## src/rtl/pipelined_adder.sv

```systemverilog
// Pipelined ripple-carry adder/subtractor: WIDTH bits split into STAGES chunks,
// one chunk per cycle, carries registered between chunks, one new operation per cycle.
module pipelined_adder #(
  parameter int unsigned WIDTH  = 16,
  parameter int unsigned STAGES = 4
) (
  input  logic             clk,
  input  logic             rst,
  input  logic             in_valid,
  input  logic [WIDTH-1:0] a,
  input  logic [WIDTH-1:0] b,
  input  logic             cin,
  input  logic             sub,
  output logic             out_valid,
  output logic [WIDTH-1:0] sum,
  output logic             cout,
  output logic             ovf
);

  localparam int unsigned CHUNK = WIDTH / STAGES;

  // Per-stage registers: stage k owns chunk k; part_q carries the already-summed low chunks
  logic             valid_q [STAGES];
  logic             valid_d [STAGES];
  logic             carry_q [STAGES];
  logic             carry_d [STAGES];
  logic [WIDTH-1:0] part_q  [STAGES];
  logic [WIDTH-1:0] part_d  [STAGES];
  logic [WIDTH-1:0] opa_q   [STAGES];
  logic [WIDTH-1:0] opa_d   [STAGES];
  logic [WIDTH-1:0] opb_q   [STAGES];
  logic [WIDTH-1:0] opb_d   [STAGES];
  logic             ovf_q;
  logic             ovf_d;

  // Stage inputs as seen by the adder of each stage
  logic             stg_v    [STAGES];
  logic             stg_c    [STAGES];
  logic [WIDTH-1:0] stg_a    [STAGES];
  logic [WIDTH-1:0] stg_b    [STAGES];
  logic [WIDTH-1:0] stg_part [STAGES];
  logic [CHUNK:0]   chunk_sum [STAGES];
  logic [WIDTH-1:0] b_eff;

  always_comb begin
    b_eff       = sub ? ~b : b;
    stg_v[0]    = in_valid;
    stg_c[0]    = sub | cin;
    stg_a[0]    = a;
    stg_b[0]    = b_eff;
    stg_part[0] = '0;
    for (int k = 1; k < int'(STAGES); k++) begin
      stg_v[k]    = valid_q[k-1];
      stg_c[k]    = carry_q[k-1];
      stg_a[k]    = opa_q[k-1];
      stg_b[k]    = opb_q[k-1];
      stg_part[k] = part_q[k-1];
    end

    for (int k = 0; k < int'(STAGES); k++) begin
      chunk_sum[k] = (CHUNK+1)'(stg_a[k][k*CHUNK +: CHUNK])
                   + (CHUNK+1)'(stg_b[k][k*CHUNK +: CHUNK])
                   + (CHUNK+1)'(stg_c[k]);
      valid_d[k] = stg_v[k];
      carry_d[k] = carry_q[k];
      part_d[k]  = part_q[k];
      opa_d[k]   = opa_q[k];
      opb_d[k]   = opb_q[k];
      if (stg_v[k]) begin
        carry_d[k]                   = chunk_sum[k][CHUNK];
        part_d[k]                    = stg_part[k];
        part_d[k][k*CHUNK +: CHUNK]  = chunk_sum[k][CHUNK-1:0];
        opa_d[k]                     = stg_a[k];
        opb_d[k]                     = stg_b[k];
      end
    end

    // Carry into the MSB is recovered as a^b^s at that bit
    ovf_d = ovf_q;
    if (stg_v[STAGES-1]) begin
      ovf_d = stg_a[STAGES-1][WIDTH-1] ^ stg_b[STAGES-1][WIDTH-1]
            ^ chunk_sum[STAGES-1][CHUNK-1] ^ chunk_sum[STAGES-1][CHUNK];
    end
  end

  always_ff @(posedge clk or posedge rst) begin
    if (rst) begin
      for (int k = 0; k < int'(STAGES); k++) begin
        valid_q[k] <= 1'b0;
        carry_q[k] <= 1'b0;
        part_q[k]  <= '0;
        opa_q[k]   <= '0;
        opb_q[k]   <= '0;
      end
      ovf_q <= 1'b0;
    end else begin
      for (int k = 0; k < int'(STAGES); k++) begin
        valid_q[k] <= valid_d[k];
        carry_q[k] <= carry_d[k];
        part_q[k]  <= part_d[k];
        opa_q[k]   <= opa_d[k];
        opb_q[k]   <= opb_d[k];
      end
      ovf_q <= ovf_d;
    end
  end

  assign out_valid = valid_q[STAGES-1];
  assign sum       = part_q[STAGES-1];
  assign cout      = carry_q[STAGES-1];
  assign ovf       = ovf_q;

endmodule

```

## config.mk

```make
export PLATFORM = sky130hd
export DESIGN_NAME = pipelined_adder
export DESIGN_NICKNAME = d
export VERILOG_FILES = /design/src/rtl/pipelined_adder.sv
export SDC_FILE = /design/constraint.sdc
export NUM_CORES = 1
export LEC_CHECK = 0
export CAP_MARGIN = 20
export CORE_ASPECT_RATIO = 1.5
export CORE_MARGIN = 2
export CORE_UTILIZATION = 50
export DETAILED_ROUTE_END_ITERATION = 6
export PLACE_DENSITY = 0.73
export SLEW_MARGIN = 20
export SYNTH_ARGS = -nofsm -noshare
export SYNTH_HDL_FRONTEND = slang
export SYNTH_SLANG_ARGS = --single-unit
```

## constraint.sdc

```tcl
create_clock -name clk -period 2.8 [get_ports clk]
set_input_delay 0.42 -clock clk [delete_from_list [all_inputs] [get_ports clk]]
set_output_delay 0.42 -clock clk [all_outputs]
set_load 0.02 [all_outputs]
```

Word-level counts from Yosys, hierarchy flattened
Cells that the tools add are included.
W data, S select, Z words.

word-level totals
  register bits after elaboration = 145
  input bits = 37
  output and inout bits = 19
  word-level logic and storage cells = 33

operators by class
  add/sub/neg operators = 8
  muxes and demuxes = 1
  bitwise operators = 5

operators with widths
  kind           number
  $add A4 B4 Y5  4
  $add A5 B1 Y5  4
  $mux W16       1
  $not A16 Y16   1
  $xor A1 B1 Y1  3
  $or A1 B1 Y1   1

Depth between registers and ports, before layout
  depth in word-level cells = 4
  gate-level depth with buffers = 8
  gate-level depth less buffers = 7

Worst setup path after synthesis
Ideal clock, no wire load.

  kind = in2reg
  from = input port sub
  to = register carry_q[3] in the netlist's numbering
  library setup time = 0.126 ns
  arrival = 2.205 ns
  required time = 2.674 ns
  slack = 0.470 ns
  stages on the path = 8
  path buffers = 2
  path through = buf_4 buf_4 or2_2 fa_1 fa_1 a21o_1 a21oi_1 a21oi_1

between the ends
  word-level cells in the longest chain between the ends = 3
  elaborated cells between the ends (all ways) = 4
  those cells by class = 2 x add/sub; 1 x mux; 1 x bitwise

RTL lines
  what                             line  text
  from (decl)                      13    input logic sub,
  $mux W16                         46    b_eff = sub ? ~b : b;
  $add A4 B4 Y5                    62    + (CHUNK+1)'(stg_b[k][k*CHUNK +: CHUNK])
  $add A5 B1 Y5 *                  63    + (CHUNK+1)'(stg_c[k]);
  to (signal, indexed assignment)  99    carry_q[k] <= carry_d[k];
  to (decl)                        25    logic carry_q [STAGES];

Every way passes the cells marked *; elsewhere a longest branch is shown, timed or not.
A chain may end at the register's enable or synchronous reset.

Worst setup path in the final report
Ends and elaborated chain as after synthesis.

==> impl_metrics.csv <==
group,metric,value,unit
status,status,"completed",
placement,portBuffers,55,
global_routing,grt_max_degree,45,
cts,clock_latency,0.34,ns
global_routing,gr-total-overflow,0,
drt,num_vias,2317,
worst_setup_path,slowest_delay,0.50,ns
cts,cts_resized,0,
cts,cts_buffers,9,
drt,wire_per_inst,14.6,µm
sta,period_share,82.0,%
worst_setup_path,path_cells,"clkdlybuf4s50_1 > or2_2 > fa_1 > fa_1 > a21o_1 > a21oi_1 > a21oi_1",
finish,area_delta_synth_final,20.4,%
yosys,yosysMostFrequentCell,"dfrtp_1",
cts,cts_sinks,97,
yosys,ys.flop_type,"dfrtp_1",
sta,max_freq,435,MHz
flow_run,drv_cap,0,
worst_setup_path,cp_top_family,"adder cells",
global_routing,grt_pass1_wl,11.6,mm
sta,slew_headroom,40.3,%
floorplanning,die_h,117,µm
pwr,vdd_drop_max,0.397,mV
drt,wl,6.78,mm
global_routing,grt_pass1_vias,2412,
yosys,synth-seq-cells,97,
yosys,syn-cell-area,4290,µm²
hold_path,hp-class,"reg -> reg",
sta,setup_tns,0,ns
cts,cts-htree-levels,3,
placement,place_inst,448,
finish,fill_cells,673,
drt,drc,0,
worst_setup_path,path_buf_inv,1,
drt,drt_iter0_markers,96,
pwr,comb_power_share,27.2,%
worst_setup_path,reg2reg_from,"carry_q[1]",
hold_path,hold_start,"opb_q[57]",
yosys,synth.distinct_cells,19,
worst_setup_path,worstPathRequired,3.00,ns
sta,clock_skew,0.00524,ns
floorplanning,initial_core_util,51.3,%
worst_setup_path,path_class,"in -> reg",
worst_setup_path,path_max_fanout,3,
global_routing,groute.usage.overall,16.4,%
yosys,synth_edf_count,0,
finish,final_nets,409,
worst_setup_path,end_kind,"register",
yosys,ys_warn_count,0,
yosys,synthTopCellsByArea,"dfrtp_1 (57%), mux2_2 (18%), xnor2_1 (4.3%)",
finish,diodes,0,
cts,clk_path_buf_depth,2,
finish,drive_gt1_share,26.6,%
floorplanning,rows,41,
cts,cts_setup_buffers,0,
yosys,seq_area_frac_synth,56.6,%
finish,multi_input_area,1650,µm²
sta,grt_setup_unrepaired,"no",
floorplanning,coreArea,8360,µm²
sta,max_slew.worst_pin.slew,0.895,ns
pwr,power_density,862,nW/µm²
pwr,netSwitchingFraction,27.2,%
pwr,clockPowerShare,28.0,%
worst_setup_path,worstPathArrival,2.50,ns
yosys,synth_nets,367,
yosys,synthTopCellsByCount,"dfrtp_1 (97), mux2_2 (69), a21oi_1 (26)",
floorplanning,pin_count,56,
drt,ant_nets,0,
pwr,p_seq_share,44.8,%
cts,cts_tree,"built",
finish,fin_util,61.7,%
worst_setup_path,critPathLaunchType,"input pin",
floorplanning,dieArea,9350,µm²
pwr,leakagePower,2.18,nW
sta,hold_viol_final,0,
yosys,synth_top_area_share,56.6,%
drt,routed_via_density,4.99,
yosys,yosysTopAreaCell,"dfrtp_1",
pwr,p_int,3.24,mW
finish,final-seq-area,2430,µm²
cts,clkSlewWorstSetupHoldPaths,0.06,ns
placement,gp_routability_congestion,0.750,
drt,dr.pass1.iters,4,
floorplanning,die_w,79.6,µm
finish,final_cells,464,
cts,ctsHoldBuffers,0,
worst_setup_path,worstSetupStartpoint,"sub",
placement,hpwlAfterDp,4.86,mm
yosys,avgSynthCellArea,13.8,µm²
worst_setup_path,worst_path_max_delay_cell,"clkdlybuf4s50_1",
yosys,async_flop_share,100,%
sta,finalSetupViolCount,0,
global_routing,antenna_found_initial,0,
sta,period_needed,2.30,ns
cts,root_buffer,"clkbuf_16",
sta,finalMaxSlewViolations,0,
pwr,p_sw,1.21,mW
yosys,netlist_instances,310,
power by group through the flow:
stage	Combinational [mW]	Clock (mW)	Sequential, mW
floorplan	0.968	0	1.95
global placement	1.18	0	2.00
detailed placement	1.22	0	2.02
CTS	1.23	1.28	2.00
global route	1.33	1.34	2.04
finish	1.21	1.25	1.99
flip-flops by register name, indices dropped and copies added, names as in the netlist:
name	cells
opa_q	24
opb_q	24
part_q	24
sum	16
carry_q	3
stg_v	3
cout	1
out_valid	1
ovf	1
per-layer routing:
layer / wire length [µm] / GRT usage, %
met1: 2980 / 21.1
met2: 3430 / 25.8
met3: 169 / 2.77
met4: 200 / 9.48
met5: 0 / 0
per-stage QoR:
step	power [mW]	hold slack (ns)	setup WS [ns]	cell area, µm²
finish	4.45	0.491	0.503	5160
global route	4.71	0.518	0.443	5160
CTS	4.51	0.495	0.490	5160
detailed placement	3.24	0.480	0.122	4850
global placement	3.18	0.469	0.163	4850
floorplan	2.92	0.364	0.470	4290
worst min-delay path, delay by kind of cell, from the launching register on:
kind	cells	cell delay (ns)
flops	1	0.34
simple gates	1	0.05
compound gates	1	0.06
worst paths after layout:
check	to	slack, ns	cells past startpoint
setup / recovery	carry_q[3]	0.50	7
hold / removal	opb_q[41]	0.49	2
setup reg to reg	ovf	0.76	6
hold reg to reg	opb_q[41]	0.49	2
max in group asynchronous	carry_q[1]	1.61	3
min in group asynchronous	part_q[32]	0.55	2
kinds of logic (layout without fill, tap and decap cells):
family | count (synthesis) | in the layout | synth area share, %
xor+xnor | 25 | 25 | 5.11
fa+ha+maj | 20 | 20 | 7.24
compound gates | 39 | 39 | 5.46
simple gates | 24 | 24 | 2.16
buf+inv | 35 | 82 | 4.96
flops | 97 | 97 | 56.6
mux | 70 | 70 | 18.5
cell usage in the layout, fill, tap and decap left out:
cell / count
nor2_1: 21
clkinvlp_4: 1
xor2_1: 4
dfrtp_1: 97
nand2_1: 2
buf_12: 2
a21oi_2: 2
or2_2: 1
clkinv_2: 1
clkbuf_16: 9
a21oi_4: 1
a21oi_1: 26
fa_1: 8
mux2_2: 69
ha_1: 12
clkbuf_1: 2
a21o_1: 8
clkbuf_8: 3
buf_4: 4
clkdlybuf4s50_1: 55
mux2_4: 1
o21ai_0: 2
xnor2_1: 21
inv_1: 4
bufinv_16: 1
layout make-up:
class | instances | area share, %
clock buffers | 14 | 5.31
clock inverters | 2 | 0.679
inverters | 5 | 0.436
multi-input cells | 178 | 31.9
flip-flops and latches | 97 | 47.0
well taps | 107 | 2.59
repair buffers | 61 | 12.0
Power figures use the tool's default switching activity.
==> edit, RTL diff (config.mk and constraints unchanged) <==
Change the parameter `WIDTH` from 16 to 14.
--- a/src/rtl/pipelined_adder.sv
+++ b/src/rtl/pipelined_adder.sv
@@ -1,7 +1,7 @@
 // Pipelined ripple-carry adder/subtractor: WIDTH bits split into STAGES chunks,
 // one chunk per cycle, carries registered between chunks, one new operation per cycle.
 module pipelined_adder #(
-  parameter int unsigned WIDTH  = 16,
+  parameter int unsigned WIDTH  = 14,
   parameter int unsigned STAGES = 4
 ) (
   input  logic             clk,
Ports: changed (resized a, b and sum); port bits go from 56 to 50. No check against the original RTL was run, so the function may have changed too.
==> edit against the unedited design <==
Fmax up 11%; synthesized area down 17%; count of clock-buffer cells in the layout down 4; sequential cell count down 16; total power down 21%; cell area down 18%; first-iteration DRC count up 35%; wire length down 23%; utilization down 0.091 points; setup slack better by 0.23 ns; via count down 15%.
==> edit: results (changes against the unedited design) <==
- # diodes: 0 (unchanged)
- Layout Nets: 360 (-12%)
- Critical path arrival: 2.31 ns (-0.19 ns)
- Placed Area: 3980 µm² (-18%)
- Fin Setup TNS: 0 ns (unchanged)
- Drt first pass iters: 4 (unchanged)
- Met2 Use GR: 24.22% (-1.6 points)
- Gr usage total: 15.85% (-0.53 points)
- Routed wire length: 5238 µm (-23%)
- Fraction of layout cells with a size suffix above 1: 20.57% (-6.0 points)
- Worst r2r path cells: 7 (+1)
- H-tree depth: 3 (unchanged)
- Outcome: finished, final reports clean
- Top Registers: opa_q: 21 flops, opb_q: 21 flops, part_q: 18 flops
- Clock Skews: 0.007481 ns (+0.002243 ns)
- First-pass GRT wire length: 9418 µm (-19%)
- Most frequent cells after synthesis: 81 x dfrtp_1, 43 x mux2_2, 23 x a21oi_1, 21 x nor2_1, 18 x xnor2_1
- Yosys cell types: 20 (+1)
- RD Place Congestion: 0.7830 (+4.4%)
- Critical R2R Launch: carry_q[1]
- HP Class: input port to async pin
- Lkg Pwr: 1.833 nW (-16%)
- Starting Density: 51.83% (+0.55 points)
- Largest net degree at the start of global routing: 51 (+13%)
- Vias/cell: 4.980 (-0.28%)
- Register area share after synthesis: 57.08% (+0.47 points)
- Number of global-route vias before repair: 2061 (-15%)
- Max rail drop VDD: 0.0003449 V (-13%)
- Routing usage on met3: 3.947% (+1.2 points)
- Worst-path clk slew: 0.08 ns (+0.02 ns)
- DP Wirelength: 3755 µm (-23%)
- Input/output buffers: 45 (-18%)
- Filler cells: 565 (-16%)
- Drt initial violations: 130 (+35%)
- Ys flop type: dfrtp_1
- Sequential Power: 1.59 mW (-20%)
- RR Endpoint: ovf
- Cell Int Power: 2.558 mW (-21%)
- Place WS: 0.3615 ns (+0.2391 ns)
- Largest cells by area after synthesis: dfrtp_1 57%, mux2_2 14%, fa_1 4.5%, xnor2_1 4.4%, a21oi_1 3.2%
- Post-CTS setup buffers: 0 (unchanged)
- Power Clock: 1.01 mW (-19%)
- Max-slew headroom at the worst pin: 48.11% (+7.8 points)
- Cts repair resizes: 0 (unchanged)
- Post-synthesis async set-or-reset flop share: 100.0% (unchanged)
- Root buf cell: clkbuf_8
- Reg2reg setup slack: 0.89 ns (+0.13 ns)
- Grt met1 use: 20.31% (-0.80 points)
- Initial antenna violation count: 0 (unchanged)
## edit: how the worst max path moves through the flow
stage	endpoint	slack [ns]	startpoint	depth (start not counted)
2_1_floorplan	carry_q[1]	0.30	rst	1
4_1_cts	part_q[43]	0.73	sub	6
5_1_grt	part_q[43]	0.66	sub	6
3_3_place_gp	part_q[43]	0.39	sub	6
6_report	part_q[43]	0.73	sub	6
3_5_place_dp	part_q[43]	0.36	sub	6
## edit: critical path, cell delays in order
cell and delay [ns]:
clkdlybuf4s50_1 0.57, xnor2_1 0.13, fa_1 0.39, inv_1 0.10
fa_1 0.43, mux2_2 0.28
## edit: layout make-up
cell class                      instances  area, µm²  share of cell area, %
Sequential cell                        81       2027                  48.00
Timing Repair Buffer                   49      493.0                  11.67
Multi-Input combinational cell        153       1297                  30.73
Tap cell                               78      97.59                  2.311
Clock buffer                           10      137.6                  3.259
Clock inverter                          6      105.1                  2.489
Inverter                               17      65.06                  1.541
## edit: routing by layer
metal / part of all wire (%) / wire length [µm] / vias to the layer above
met5: 0 / 0 / -
met4: 2.6 / 134 / 0
met3: 3.7 / 192 / 9
met2: 50 / 2615 / 43
met1: 44 / 2296 / 951
li1: - / - / 959
## edit: kinds of logic (layout without fill, tap and decap cells)
group           count (synthesis)  after routing  synth area share [%]
mux                            48             48                 15.33
buf+inv                        44             82                 6.483
compound gates                 37             37                 5.497
xor+xnor                       20             20                 4.933
other cells                     1              2                0.1056
simple gates                   30             30                 3.242
fa+ha+maj                      16             16                 7.329
flops                          81             81                 57.08
## edit: stage by stage
step	std cells	power (mW)	hold WS [ns]
floorplan	278	2.276	0.3487
global placement	378	2.469	0.4622
detailed placement	378	2.520	0.4737
CTS	394	3.545	0.4314
global route	394	3.704	0.4651
finish	394	3.495	0.4205
